## src/rtl/ps2_pkg.sv

```systemverilog
// Shared types and constants for the PS/2 scancode receiver.
package ps2_pkg;

    typedef enum logic [1:0] {
        IDLE   = 2'd0,
        DATA   = 2'd1,
        PARITY = 2'd2,
        STOP   = 2'd3
    } ps2_state_t;

    localparam logic [7:0] PS2_EXT_PFX    = 8'hE0;
    localparam logic [7:0] PS2_BRK_PFX    = 8'hF0;
    localparam int         PS2_FRAME_BITS = 11;

    // Odd parity over the data byte plus the received parity bit.
    function automatic logic ps2_parity_ok(input logic [7:0] data, input logic par);
        return ^{data, par};
    endfunction

endpackage

```

## src/rtl/ps2_line_filter.sv

```systemverilog
// Conditions a raw asynchronous PS/2 line: 2-FF synchronizer, level debounce,
// and a one-cycle pulse on each filtered high-to-low transition.
module ps2_line_filter #(
    parameter int FILTER_LEN = 8
) (
    input  logic clk,
    input  logic reset,
    input  logic din,
    output logic fall
);

    localparam int CW = $clog2(FILTER_LEN + 1);

    logic             sync1_reg;
    logic             sync2_reg;
    logic             level_reg;
    logic             fall_reg;
    logic [CW-1:0]    cnt_reg;

    // Two-stage synchronizer; the line idles high so reset to 1.
    always_ff @(posedge clk) begin
        if (reset) begin
            sync1_reg <= 1'b1;
            sync2_reg <= 1'b1;
        end else begin
            sync1_reg <= din;
            sync2_reg <= sync1_reg;
        end
    end

    // Debounce: the filtered level follows only after FILTER_LEN differing samples.
    always_ff @(posedge clk) begin
        if (reset) begin
            level_reg <= 1'b1;
            cnt_reg   <= '0;
            fall_reg  <= 1'b0;
        end else begin
            fall_reg <= 1'b0;
            if (sync2_reg != level_reg) begin
                if (cnt_reg == CW'(FILTER_LEN - 1)) begin
                    level_reg <= sync2_reg;
                    cnt_reg   <= '0;
                    fall_reg  <= ~sync2_reg;
                end else begin
                    cnt_reg <= cnt_reg + CW'(1);
                end
            end else begin
                cnt_reg <= '0;
            end
        end
    end

    assign fall = fall_reg;

endmodule

```

## src/rtl/ps2_scancode_rx.sv

```systemverilog
// PS/2 keyboard receiver: frames 11-bit device-to-host words, checks them,
// and decodes E0/F0 prefixes into key events plus a held make code.
module ps2_scancode_rx
    import ps2_pkg::*;
#(
    parameter int         FILTER_LEN     = 8,
    parameter int         TIMEOUT_CYCLES = 50000,
    parameter logic [7:0] IDLE_SCAN      = 8'h00
) (
    input  logic       clk,
    input  logic       reset,
    input  logic       ps2_clk,
    input  logic       ps2_data,
    output logic [7:0] scan,
    output logic [7:0] code,
    output logic       code_valid,
    output logic       is_break,
    output logic       is_ext,
    output logic       frame_err
);

    localparam int TW        = $clog2(TIMEOUT_CYCLES);
    localparam int DATA_BITS = PS2_FRAME_BITS - 3;

    logic          sample_en;
    logic          data_sync1_reg;
    logic          data_sync2_reg;

    ps2_state_t    state_reg;
    ps2_state_t    state_next;
    logic [2:0]    bit_cnt_reg;
    logic [7:0]    shreg_reg;
    logic          par_reg;
    logic          brk_reg;
    logic          ext_reg;
    logic [TW-1:0] tmo_cnt_reg;

    logic [7:0]    scan_reg;
    logic [7:0]    code_reg;
    logic          code_valid_reg;
    logic          is_break_reg;
    logic          is_ext_reg;
    logic          frame_err_reg;

    logic          tmo_hit;
    logic          stop_seen;
    logic          frame_ok;

    ps2_line_filter #(
        .FILTER_LEN (FILTER_LEN)
    ) u_clk_filter (
        .clk   (clk),
        .reset (reset),
        .din   (ps2_clk),
        .fall  (sample_en)
    );

    // Data only needs synchronizing; it is sampled well inside the clock low phase.
    always_ff @(posedge clk) begin
        if (reset) begin
            data_sync1_reg <= 1'b1;
            data_sync2_reg <= 1'b1;
        end else begin
            data_sync1_reg <= ps2_data;
            data_sync2_reg <= data_sync1_reg;
        end
    end

    // Stop bit must be high and parity odd for the byte to be accepted.
    assign frame_ok = data_sync2_reg & ps2_parity_ok(shreg_reg, par_reg);

    // Next-state logic; a sample edge on the terminal count beats the timeout.
    always_comb begin
        state_next = state_reg;
        tmo_hit    = 1'b0;
        stop_seen  = 1'b0;
        if (state_reg != IDLE && !sample_en && tmo_cnt_reg == TW'(TIMEOUT_CYCLES - 1)) begin
            state_next = IDLE;
            tmo_hit    = 1'b1;
        end else if (sample_en) begin
            case (state_reg)
                IDLE:    if (!data_sync2_reg) state_next = DATA;
                DATA:    if (bit_cnt_reg == 3'(DATA_BITS - 1)) state_next = PARITY;
                PARITY:  state_next = STOP;
                STOP: begin
                    state_next = IDLE;
                    stop_seen  = 1'b1;
                end
                default: state_next = IDLE;
            endcase
        end
    end

    // State register.
    always_ff @(posedge clk) begin
        if (reset) begin
            state_reg <= IDLE;
        end else begin
            state_reg <= state_next;
        end
    end

    // Frame watchdog: runs only mid-frame, restarts on every sample edge.
    always_ff @(posedge clk) begin
        if (reset) begin
            tmo_cnt_reg <= '0;
        end else if (state_reg == IDLE || sample_en || tmo_hit) begin
            tmo_cnt_reg <= '0;
        end else begin
            tmo_cnt_reg <= tmo_cnt_reg + TW'(1);
        end
    end

    // Bit capture: LSB-first shift, then the parity bit.
    always_ff @(posedge clk) begin
        if (reset) begin
            bit_cnt_reg <= '0;
            shreg_reg   <= '0;
            par_reg     <= 1'b0;
        end else if (sample_en) begin
            case (state_reg)
                IDLE: bit_cnt_reg <= '0;
                DATA: begin
                    shreg_reg   <= {data_sync2_reg, shreg_reg[7:1]};
                    bit_cnt_reg <= bit_cnt_reg + 3'd1;
                end
                PARITY:  par_reg <= data_sync2_reg;
                default: ;
            endcase
        end
    end

    // Byte decode: prefix flags, key events, held make code and error pulses.
    always_ff @(posedge clk) begin
        if (reset) begin
            brk_reg        <= 1'b0;
            ext_reg        <= 1'b0;
            scan_reg       <= IDLE_SCAN;
            code_reg       <= '0;
            code_valid_reg <= 1'b0;
            is_break_reg   <= 1'b0;
            is_ext_reg     <= 1'b0;
            frame_err_reg  <= 1'b0;
        end else begin
            code_valid_reg <= 1'b0;
            frame_err_reg  <= 1'b0;
            if (tmo_hit) begin
                frame_err_reg <= 1'b1;
                brk_reg       <= 1'b0;
                ext_reg       <= 1'b0;
            end else if (stop_seen) begin
                if (!frame_ok) begin
                    frame_err_reg <= 1'b1;
                end else if (shreg_reg == PS2_EXT_PFX) begin
                    ext_reg <= 1'b1;
                end else if (shreg_reg == PS2_BRK_PFX) begin
                    brk_reg <= 1'b1;
                end else begin
                    code_reg       <= shreg_reg;
                    is_break_reg   <= brk_reg;
                    is_ext_reg     <= ext_reg;
                    code_valid_reg <= 1'b1;
                    brk_reg        <= 1'b0;
                    ext_reg        <= 1'b0;
                    if (!brk_reg) scan_reg <= shreg_reg;
                end
            end
        end
    end

    assign scan       = scan_reg;
    assign code       = code_reg;
    assign code_valid = code_valid_reg;
    assign is_break   = is_break_reg;
    assign is_ext     = is_ext_reg;
    assign frame_err  = frame_err_reg;

endmodule

```

## config.mk

```make
export PLATFORM = sky130hd
export DESIGN_NAME = ps2_scancode_rx
export DESIGN_NICKNAME = d
export VERILOG_FILES = /design/src/rtl/ps2_pkg.sv /design/src/rtl/ps2_line_filter.sv /design/src/rtl/ps2_scancode_rx.sv
export SDC_FILE = /design/constraint.sdc
export NUM_CORES = 1
export LEC_CHECK = 0
export CAP_MARGIN = 15
export CORE_MARGIN = 1.5
export CORE_UTILIZATION = 30
export CTS_CLUSTER_SIZE = 28
export DETAILED_ROUTE_END_ITERATION = 10
export SLEW_MARGIN = 20
export SYNTH_ARGS = -nofsm -noshare
export SYNTH_HDL_FRONTEND = slang
export SYNTH_SLANG_ARGS = --single-unit
```

## constraint.sdc

```tcl
create_clock -name clk -period 5.8 [get_ports clk]
set_clock_uncertainty 0.2 [all_clocks]
set_input_delay 0.87 -clock clk [delete_from_list [all_inputs] [get_ports clk]]
set_output_delay 0.87 -clock clk [all_outputs]
set_load 0.03 [all_outputs]
```

==> results_tabular.tex, run 1 <==
\begin{tabular}{lr}
\hline
Metric & Value \\
\hline
\multicolumn{2}{l}{\textbf{Routing}} \\
Via density & 4.66 \\
Average wire per standard cell & 11.2 um \\
DRT Pass-1 Iters & 4 \\
Residual DRC count & 0 \\
DR vias & 1968 \\
Total routed wirelength & 4710 um \\
Initial DRC count & 85 \\
Number of antenna-violating nets in the routed design & 0 \\
\multicolumn{2}{l}{\textbf{Yosys}} \\
Part of the Yosys area used for sequential elements & 46.1\% \\
Number of flip-flops and latches in the synthesized netlist & 62 \\
Number of warning messages in the yosys log & 0 \\
Summed instance area of the synthesized netlist & 0.00270 mm2 \\
Number of cells produced by synthesis & 288 \\
Count of different cell masters after synthesis & 37 \\
Mean cell area of the mapped netlist & 9.36 um2 \\
Synthesized netlist net count & 300 \\
\multicolumn{2}{l}{\textbf{Finish}} \\
Fillcell total & 876 \\
Number of inserted diodes & 0 \\
Number of flip-flops in the largest register & 16 \\
Final net count & 322 \\
Commonest cells after routing, fill and taps aside & sky130\_fd\_sc\_hd\_\_dfxtp\_1 (62), sky130\_fd\_sc\_hd\_\_nand2\_1 (30), sky130\_fd\_sc\_hd\_\_nor2\_1 (30) \\
Most frequent standard cell in the layout excluding fill and tap cells & sky130\_fd\_sc\_hd\_\_dfxtp\_1 \\
Layout Cell Area excl Fill & 0.00320 mm2 \\
Share of post-route cells with drive strength above 1 & 8.28\% \\
Seq. cell area & 0.00124 mm2 \\
Share of the core filled with cells in the final layout & 36.7\% \\
Area delta synth->final & 18.7\% \\
Area used by multi-input combinational logic & 0.00137 mm2 \\
\multicolumn{2}{l}{\textbf{Clocking}} \\
Number of clock buffers inserted by TritonCTS & 9 \\
Clk slew on worst S/H paths & 0.07 ns \\
Buffer cell driving the clock tree root & sky130\_fd\_sc\_hd\_\_clkbuf\_8 \\
Buffers inserted during post-CTS setup optimization & 0 \\
H-tree depth reported by CTS & 3 \\
Number of sinks handled by clock tree synthesis & 62 \\
Clock tree from TritonCTS & done \\
Clock Tree Buf Depth & 2 \\
Post-CTS resize count & 0 \\
Hold-fix buffer count after cts & 0 \\
Skew-Pair Late Insertion Delay & 0.33 ns \\
\multicolumn{2}{l}{\textbf{Global route}} \\
Total overflow reported by the global router & 0 \\
Pin count of the biggest net entering global routing & 31 \\
Global-route wire length before repair & 8160 um \\
Via count of the first global-routing pass & 1815 \\
Global Route Usage Sum & 10.8\% \\
Initial antenna violation count & 0 \\
\multicolumn{2}{l}{\textbf{Floorplan}} \\
Core ar. & 0.00872 mm2 \\
Initial core utilization & 30.9\% \\
Top-level port count & 24 \\
Vertical die dimension & 97.8 um \\
Horizontal extent of the die & 97.8 um \\
Total die area & 0.00956 mm2 \\
Number of rows created at floorplan & 34 \\
\multicolumn{2}{l}{\textbf{STA}} \\
Top achievable clock speed & 342 MHz \\
Max Transition Viols Final & 0 \\
Headroom to the max-slew limit & 37.9\% \\
Final Hold Vio Count & 0 \\
Tcrit/Tclk final & 50.4\% \\
Endpoints failing setup & 0 \\
Setup TNS & 0 ns \\
Setup repair after global routing missed its margin & false \\
Worst-Margin Slew & 0.928 ns \\
Final Hold Slack & 0.198 ns \\
Clock period minus final worst setup slack & 2.92 ns \\
\multicolumn{2}{l}{\textbf{Worst hold path}} \\
Hold path cells & 1 \\
Tightest Hold Check Type & reg -> reg \\
\multicolumn{2}{l}{\textbf{Worst setup path}} \\
Cells on worst reg2reg path & 6 \\
Largest fanout on the critical path & 30 \\
Setup crit start kind & primary input \\
Arrival time reported for the critical path endpoint & 2.93 ns \\
Required time at the worst-slack endpoint & 5.80 ns \\
Capturing element type of the critical path & register \\
Category of the most critical setup path & in -> reg \\
\multicolumn{2}{l}{\textbf{Job}} \\
Max\_cap viols & 0 \\
\multicolumn{2}{l}{\textbf{Placed design}} \\
Port Buf Inserts & 23 \\
GP Congestion & 0.742 \\
Detailed placer's ending HPWL & 3190 um \\
Post-place instance area & 0.00301 mm2 \\
\multicolumn{2}{l}{\textbf{Pwr}} \\
P\_leak & 0.00112 uW \\
Total power after layout & 804 uW \\
Maximum resistive drop on vdd & 0.0000846 V \\
PwrDens & 251 mW/mm2 \\
\multicolumn{2}{l}{\textbf{Outcome}} \\
Result of the run & completed \\
\hline
\end{tabular}
## cell usage after synthesis
cell | instances | area share [%]
sky130_fd_sc_hd__buf_6 | 1 | 0.42
sky130_fd_sc_hd__xnor3_2 | 1 | 0.88
sky130_fd_sc_hd__or3_1 | 1 | 0.23
sky130_fd_sc_hd__a22oi_2 | 1 | 0.46
sky130_fd_sc_hd__nand2_1 | 30 | 4.2
sky130_fd_sc_hd__a211o_1 | 1 | 0.33
sky130_fd_sc_hd__a41oi_1 | 1 | 0.33
sky130_fd_sc_hd__xor2_1 | 8 | 2.6
sky130_fd_sc_hd__and2_1 | 1 | 0.23
sky130_fd_sc_hd__clkbuf_1 | 12 | 1.7
sky130_fd_sc_hd__xor3_1 | 1 | 0.88
sky130_fd_sc_hd__nor3_1 | 7 | 1.3
sky130_fd_sc_hd__dfxtp_1 | 62 | 46
sky130_fd_sc_hd__ha_1 | 8 | 3.7
sky130_fd_sc_hd__inv_1 | 7 | 0.98
sky130_fd_sc_hd__nor4_1 | 4 | 0.93
sky130_fd_sc_hd__and3_1 | 4 | 0.93
sky130_fd_sc_hd__nor4b_1 | 3 | 0.98
sky130_fd_sc_hd__a21bo_2 | 1 | 0.37
sky130_fd_sc_hd__a22oi_1 | 2 | 0.56
sky130_fd_sc_hd__a21oi_1 | 13 | 2.4
sky130_fd_sc_hd__nand4_1 | 2 | 0.46
sky130_fd_sc_hd__xor2_4 | 1 | 1.0
sky130_fd_sc_hd__a311oi_1 | 1 | 0.33
sky130_fd_sc_hd__o21ai_0 | 1 | 0.19
sky130_fd_sc_hd__xnor2_1 | 13 | 4.2
sky130_fd_sc_hd__or2_2 | 5 | 1.2
sky130_fd_sc_hd__mux2i_1 | 19 | 7.1
sky130_fd_sc_hd__nand3_1 | 12 | 2.2
sky130_fd_sc_hd__a2111oi_0 | 1 | 0.33
sky130_fd_sc_hd__nand2b_1 | 28 | 6.5
sky130_fd_sc_hd__a2111oi_2 | 1 | 0.56
sky130_fd_sc_hd__nor2_1 | 30 | 4.2
sky130_fd_sc_hd__nor2b_1 | 1 | 0.23
sky130_fd_sc_hd__nand3b_1 | 2 | 0.56
sky130_fd_sc_hd__o32ai_1 | 1 | 0.33
sky130_fd_sc_hd__a31oi_1 | 1 | 0.23
## worst max-delay path, stage by stage
cell,delay [ns]
sky130_fd_sc_hd__clkdlybuf4s50_1,1.08
sky130_fd_sc_hd__buf_4,0.38
sky130_fd_sc_hd__nor3_1,0.08
sky130_fd_sc_hd__nand2_1,0.40
sky130_fd_sc_hd__nor2_1,0.10
## where the power goes
part / internal (uW) / leakage [uW] / switching [uW] / total, uW
logic: 6.00 / 0.000521 / 5.68 / 11.7
registers: 427 / 0.000500 / 0.972 / 428
clock network: 205 / 0.000102 / 160 / 365
## metal layers
metal  routed length [um]  part of all wire [%]  GRT usage, %
met5                    0                     0             0
met4                   98                   2.1          5.05
met3                  198                   4.2          4.94
met2                 2090                    44          16.2
met1                 2330                    49          13.1
## cells by family (layout without fill, tap and decap cells)
family / count (synthesis) / in the layout / synth area share, %
adders and majority gates: 8 / 8 / 3.71
DFF: 62 / 62 / 46.1
muxes: 19 / 19 / 7.06
xor gates and xnor gates: 24 / 24 / 9.61
buffers and inverters: 20 / 46 / 3.06
and+or+nand+nor: 130 / 130 / 24.1
AOI/OAI and AO/OA: 25 / 25 / 6.41
## path summary, 6_finish.rpt
check	slack (ns)	from	to
setup / recovery	2.88	reset	tmo_cnt_reg[14]$_SDFF_PP0_
hold / removal	0.20	data_sync1_reg$_SDFF_PP1_	data_sync2_reg$_SDFF_PP1_
setup reg to reg	2.94	shreg_reg[4]$_SDFFE_PP0P_	code[0]$_SDFFE_PP0P_
hold reg to reg	0.20	data_sync1_reg$_SDFF_PP1_	data_sync2_reg$_SDFF_PP1_
## layout make-up
class | count | area share, %
Inverter | 7 | 0.821
Clock inverter | 5 | 1.56
Multi-Input combinational cell | 206 | 42.9
Sequential cell | 62 | 38.8
Timing Repair Buffer | 24 | 7.43
Clock buffer | 10 | 4.30
Tap cell | 108 | 4.22
## per-stage QoR
stage          worst slack (ns)  cells
2_1_floorplan              3.40    288
3_3_place_gp               2.55    407
3_5_place_dp               2.49    407
4_1_cts                    2.87    422
5_1_grt                    2.70    422
6_report                   2.88    422
Power figures use the tool's default switching activity.
==> inputs of run 2 (changes only) <==
==> constraint.sdc (replaced) <==
create_clock -name clk -period 2.5 [get_ports clk]
set_clock_uncertainty 0.2 [all_clocks]
set_input_delay 0.375 -clock clk [delete_from_list [all_inputs] [get_ports clk]]
set_output_delay 0.375 -clock clk [all_outputs]
set_load 0.03 [all_outputs]
==> run 2 against run 1 <==
Net effect:
- sequential share of layout area decreased by 1.5 points
- register-to-register slack got worse by 2.8 ns
- worst hold slack improved by 0.016 ns
- total power increased by 130%
- count of clock-buffer cells in the layout increased by 1
- utilization increased by 1.4 points
- flip-flop and latch count unchanged
- die area unchanged
- design area increased by 3.9%
- highest routed layer unchanged
==> results_tabular.tex, run 2 (same netlist as run 1, synthesis figures left out) <==
\begin{tabular}{lr}
\hline
Metric & Value \\
\hline
\multicolumn{2}{l}{\textbf{Routing}} \\
Post-Route M1 WL & 2330 um (+0.34\%) \\
DRT Pass-1 Iters & 4 (unchanged) \\
Initial DRC count & 84 (-1.2\%) \\
Average wire per standard cell & 10.9 um (-2.3\%) \\
Residual DRC count & 0 (unchanged) \\
Max layer used & met4 \\
Routed length on met3 & 161 um (-19\%) \\
DR vias & 1983 (+0.76\%) \\
Total routed wirelength & 4740 um (+0.49\%) \\
Via density & 4.57 (-2.0\%) \\
Number of antenna-violating nets in the routed design & 0 (unchanged) \\
Wire length on met2 & 2130 um (+1.8\%) \\
\multicolumn{2}{l}{\textbf{Worst setup path}} \\
Setup crit start kind & register \\
Largest fanout on the critical path & 10 (-67\%) \\
Arrival time reported for the critical path endpoint & 2.35 ns (-0.58 ns) \\
Required time at the worst-slack endpoint & 2.52 ns (-3.28 ns) \\
Capturing element type of the critical path & register \\
Category of the most critical setup path & reg -> reg \\
\multicolumn{2}{l}{\textbf{Placed design}} \\
Detailed placer's ending HPWL & 3320 um (+4.3\%) \\
Port Buf Inserts & 23 (unchanged) \\
Setup WS pre-CTS & 0.131 ns (-2.36 ns) \\
GP Congestion & 0.743 (+0.13\%) \\
\multicolumn{2}{l}{\textbf{Pwr}} \\
P\_leak & 0.00119 uW (+5.8\%) \\
Clock network fraction of total power & 45.3\% (about the same) \\
Total power after layout & 1870 uW (+130\%) \\
Combinational share of power & 1.5\% (about the same) \\
Reg power frac & 53.2\% (about the same) \\
Internal power consumption & 1480 uW (+130\%) \\
Switching power total & 384 uW (+130\%) \\
Maximum resistive drop on vdd & 0.000213 V (+150\%) \\
PwrDens & 562 mW/mm2 (+120\%) \\
Switching Share & 20.5\% (-0.18 points) \\
\multicolumn{2}{l}{\textbf{Clocking}} \\
Hold-fix buffer count after cts & 0 (unchanged) \\
Clock tree from TritonCTS & done \\
Skew-Pair Late Insertion Delay & 0.33 ns (about the same) \\
Number of clock buffers inserted by TritonCTS & 9 (unchanged) \\
Clock Tree Buf Depth & 2 (unchanged) \\
Clk slew on worst S/H paths & 0.06 ns (about the same) \\
H-tree depth reported by CTS & 3 (unchanged) \\
Number of sinks handled by clock tree synthesis & 62 (unchanged) \\
Buffer cell driving the clock tree root & sky130\_fd\_sc\_hd\_\_clkbuf\_8 \\
\multicolumn{2}{l}{\textbf{STA}} \\
Setup TNS & 0 ns (unchanged) \\
Headroom to the max-slew limit & 68.0\% (+30 points) \\
Top achievable clock speed & 428 MHz \\
Final Hold Vio Count & 0 (unchanged) \\
Max Transition Viols Final & 0 (unchanged) \\
Final Hold Slack & 0.214 ns (+0.0162 ns) \\
Final worst-path setup slack & 0.165 ns (-2.71 ns) \\
Clock period minus final worst setup slack & 2.33 ns \\
Tcrit/Tclk final & 93.4\% \\
Setup repair after global routing missed its margin & false \\
Worst-Margin Slew & 0.479 ns (-0.449 ns) \\
Endpoints failing setup & 0 (unchanged) \\
\multicolumn{2}{l}{\textbf{Job}} \\
Max\_cap viols & 0 (unchanged) \\
\multicolumn{2}{l}{\textbf{Finish}} \\
Number of inserted diodes & 0 (unchanged) \\
Most frequent standard cell in the layout excluding fill and tap cells & sky130\_fd\_sc\_hd\_\_dfxtp\_1 \\
Final net count & 334 (+3.7\%) \\
Area delta synth->final & 23.4\% \\
Commonest cells after routing, fill and taps aside & sky130\_fd\_sc\_hd\_\_dfxtp\_1 (62), sky130\_fd\_sc\_hd\_\_nand2\_1 (30), sky130\_fd\_sc\_hd\_\_nor2\_1 (30) \\
Number of flip-flops in the largest register & 16 (unchanged) \\
Share of post-route cells with drive strength above 1 & 11.7\% (+3.4 points) \\
\multicolumn{2}{l}{\textbf{Outcome}} \\
Result of the run & completed \\
\multicolumn{2}{l}{\textbf{Global route}} \\
Global Route Usage Sum & 11.1\% (+0.34 points) \\
Global-route wire length before repair & 8490 um (+4.1\%) \\
Total overflow reported by the global router & 0 (unchanged) \\
Initial antenna violation count & 0 (unchanged) \\
Via count of the first global-routing pass & 1864 (+2.7\%) \\
Pin count of the biggest net entering global routing & 25 (-19\%) \\
\multicolumn{2}{l}{\textbf{Floorplan}} \\
Top-level port count & 24 (unchanged) \\
Initial core utilization & 30.9\% (unchanged) \\
Number of rows created at floorplan & 34 (unchanged) \\
Horizontal extent of the die & 97.8 um (unchanged) \\
Core ar. & 0.00872 mm2 (unchanged) \\
Total die area & 0.00956 mm2 (unchanged) \\
Vertical die dimension & 97.8 um (unchanged) \\
\multicolumn{2}{l}{\textbf{Worst hold path}} \\
Tightest Hold Check Type & reg -> reg \\
\hline
\end{tabular}
==> run 2: cell count changes in the layout (fill, tap and decap cells not counted), sizes merged <==
cell / delta
buf: +12
clkbuf: +1
clkinv: -2
clkinvlp: +1
==> run 2: what timing repair did <==
action                     4_1_cts  5_1_grt
setup endpoints to repair        0       20
gates resized for setup          0        3
buffers inserted                 0        1
==> run 2: power groups by stage <==
stage          Combinational [uW]  Sequential (uW)  Clock [uW]
2_1_floorplan                19.4             1010           0
3_3_place_gp                 29.0             1020           0
3_5_place_dp                 28.9             1020           0
4_1_cts                      28.9              993         881
5_1_grt                      31.9              993         914
6_report                     28.5              993         846
==> run 2: final cells by class <==
type / instances / area (um2)
Tap cell: 108 / 135
Inverter: 7 / 26.3
Sequential cell: 62 / 1240
Clock buffer: 11 / 141
Timing Repair Buffer: 36 / 344
Multi-Input combinational cell: 206 / 1390
Fill cell: 868 / 5400
Clock inverter: 4 / 47.5
==> run 2: worst paths after layout <==
| kind | from | to | slack [ns] | depth (start not counted) |
|---|---|---|---|---|
| hold / removal | u_clk_filter.sync1_reg$_SDFF_PP1_ | u_clk_filter.sync2_reg$_SDFF_PP1_ | 0.21 | 1 |
| setup / recovery | shreg_reg[4]$_SDFFE_PP0P_ | code[2]$_SDFFE_PP0P_ | 0.17 | 7 |
| hold reg to reg | u_clk_filter.sync1_reg$_SDFF_PP1_ | u_clk_filter.sync2_reg$_SDFF_PP1_ | 0.21 | 1 |
| setup reg to reg | shreg_reg[4]$_SDFFE_PP0P_ | code[2]$_SDFFE_PP0P_ | 0.17 | 7 |
==> run 2: stage by stage <==
step,instance area (um2),cells,util [%]
floorplan,2700,288,-
global placement,3110,418,35.6
detailed placement,3110,418,35.6
CTS,3300,433,37.8
global route,3320,434,38.1
finish,3320,434,38.1
==> run 2: per-layer routing <==
metal | global-route usage, % | up-vias
met5 | 0 | -
met4 | 6.59 | 0
met3 | 2.72 | 8
met2 | 17.5 | 30
met1 | 13.7 | 907
li1 | - | 1038
==> run 2: critical path: stages, from the launching register on <==
cell                      delay, ns
sky130_fd_sc_hd__dfxtp_1       0.32
sky130_fd_sc_hd__xnor2_1       0.15
sky130_fd_sc_hd__xnor3_2       0.50
sky130_fd_sc_hd__xor2_4        0.24
sky130_fd_sc_hd__mux2i_1       0.12
sky130_fd_sc_hd__or3_1         0.39
sky130_fd_sc_hd__buf_6         0.19
sky130_fd_sc_hd__mux2i_1       0.12
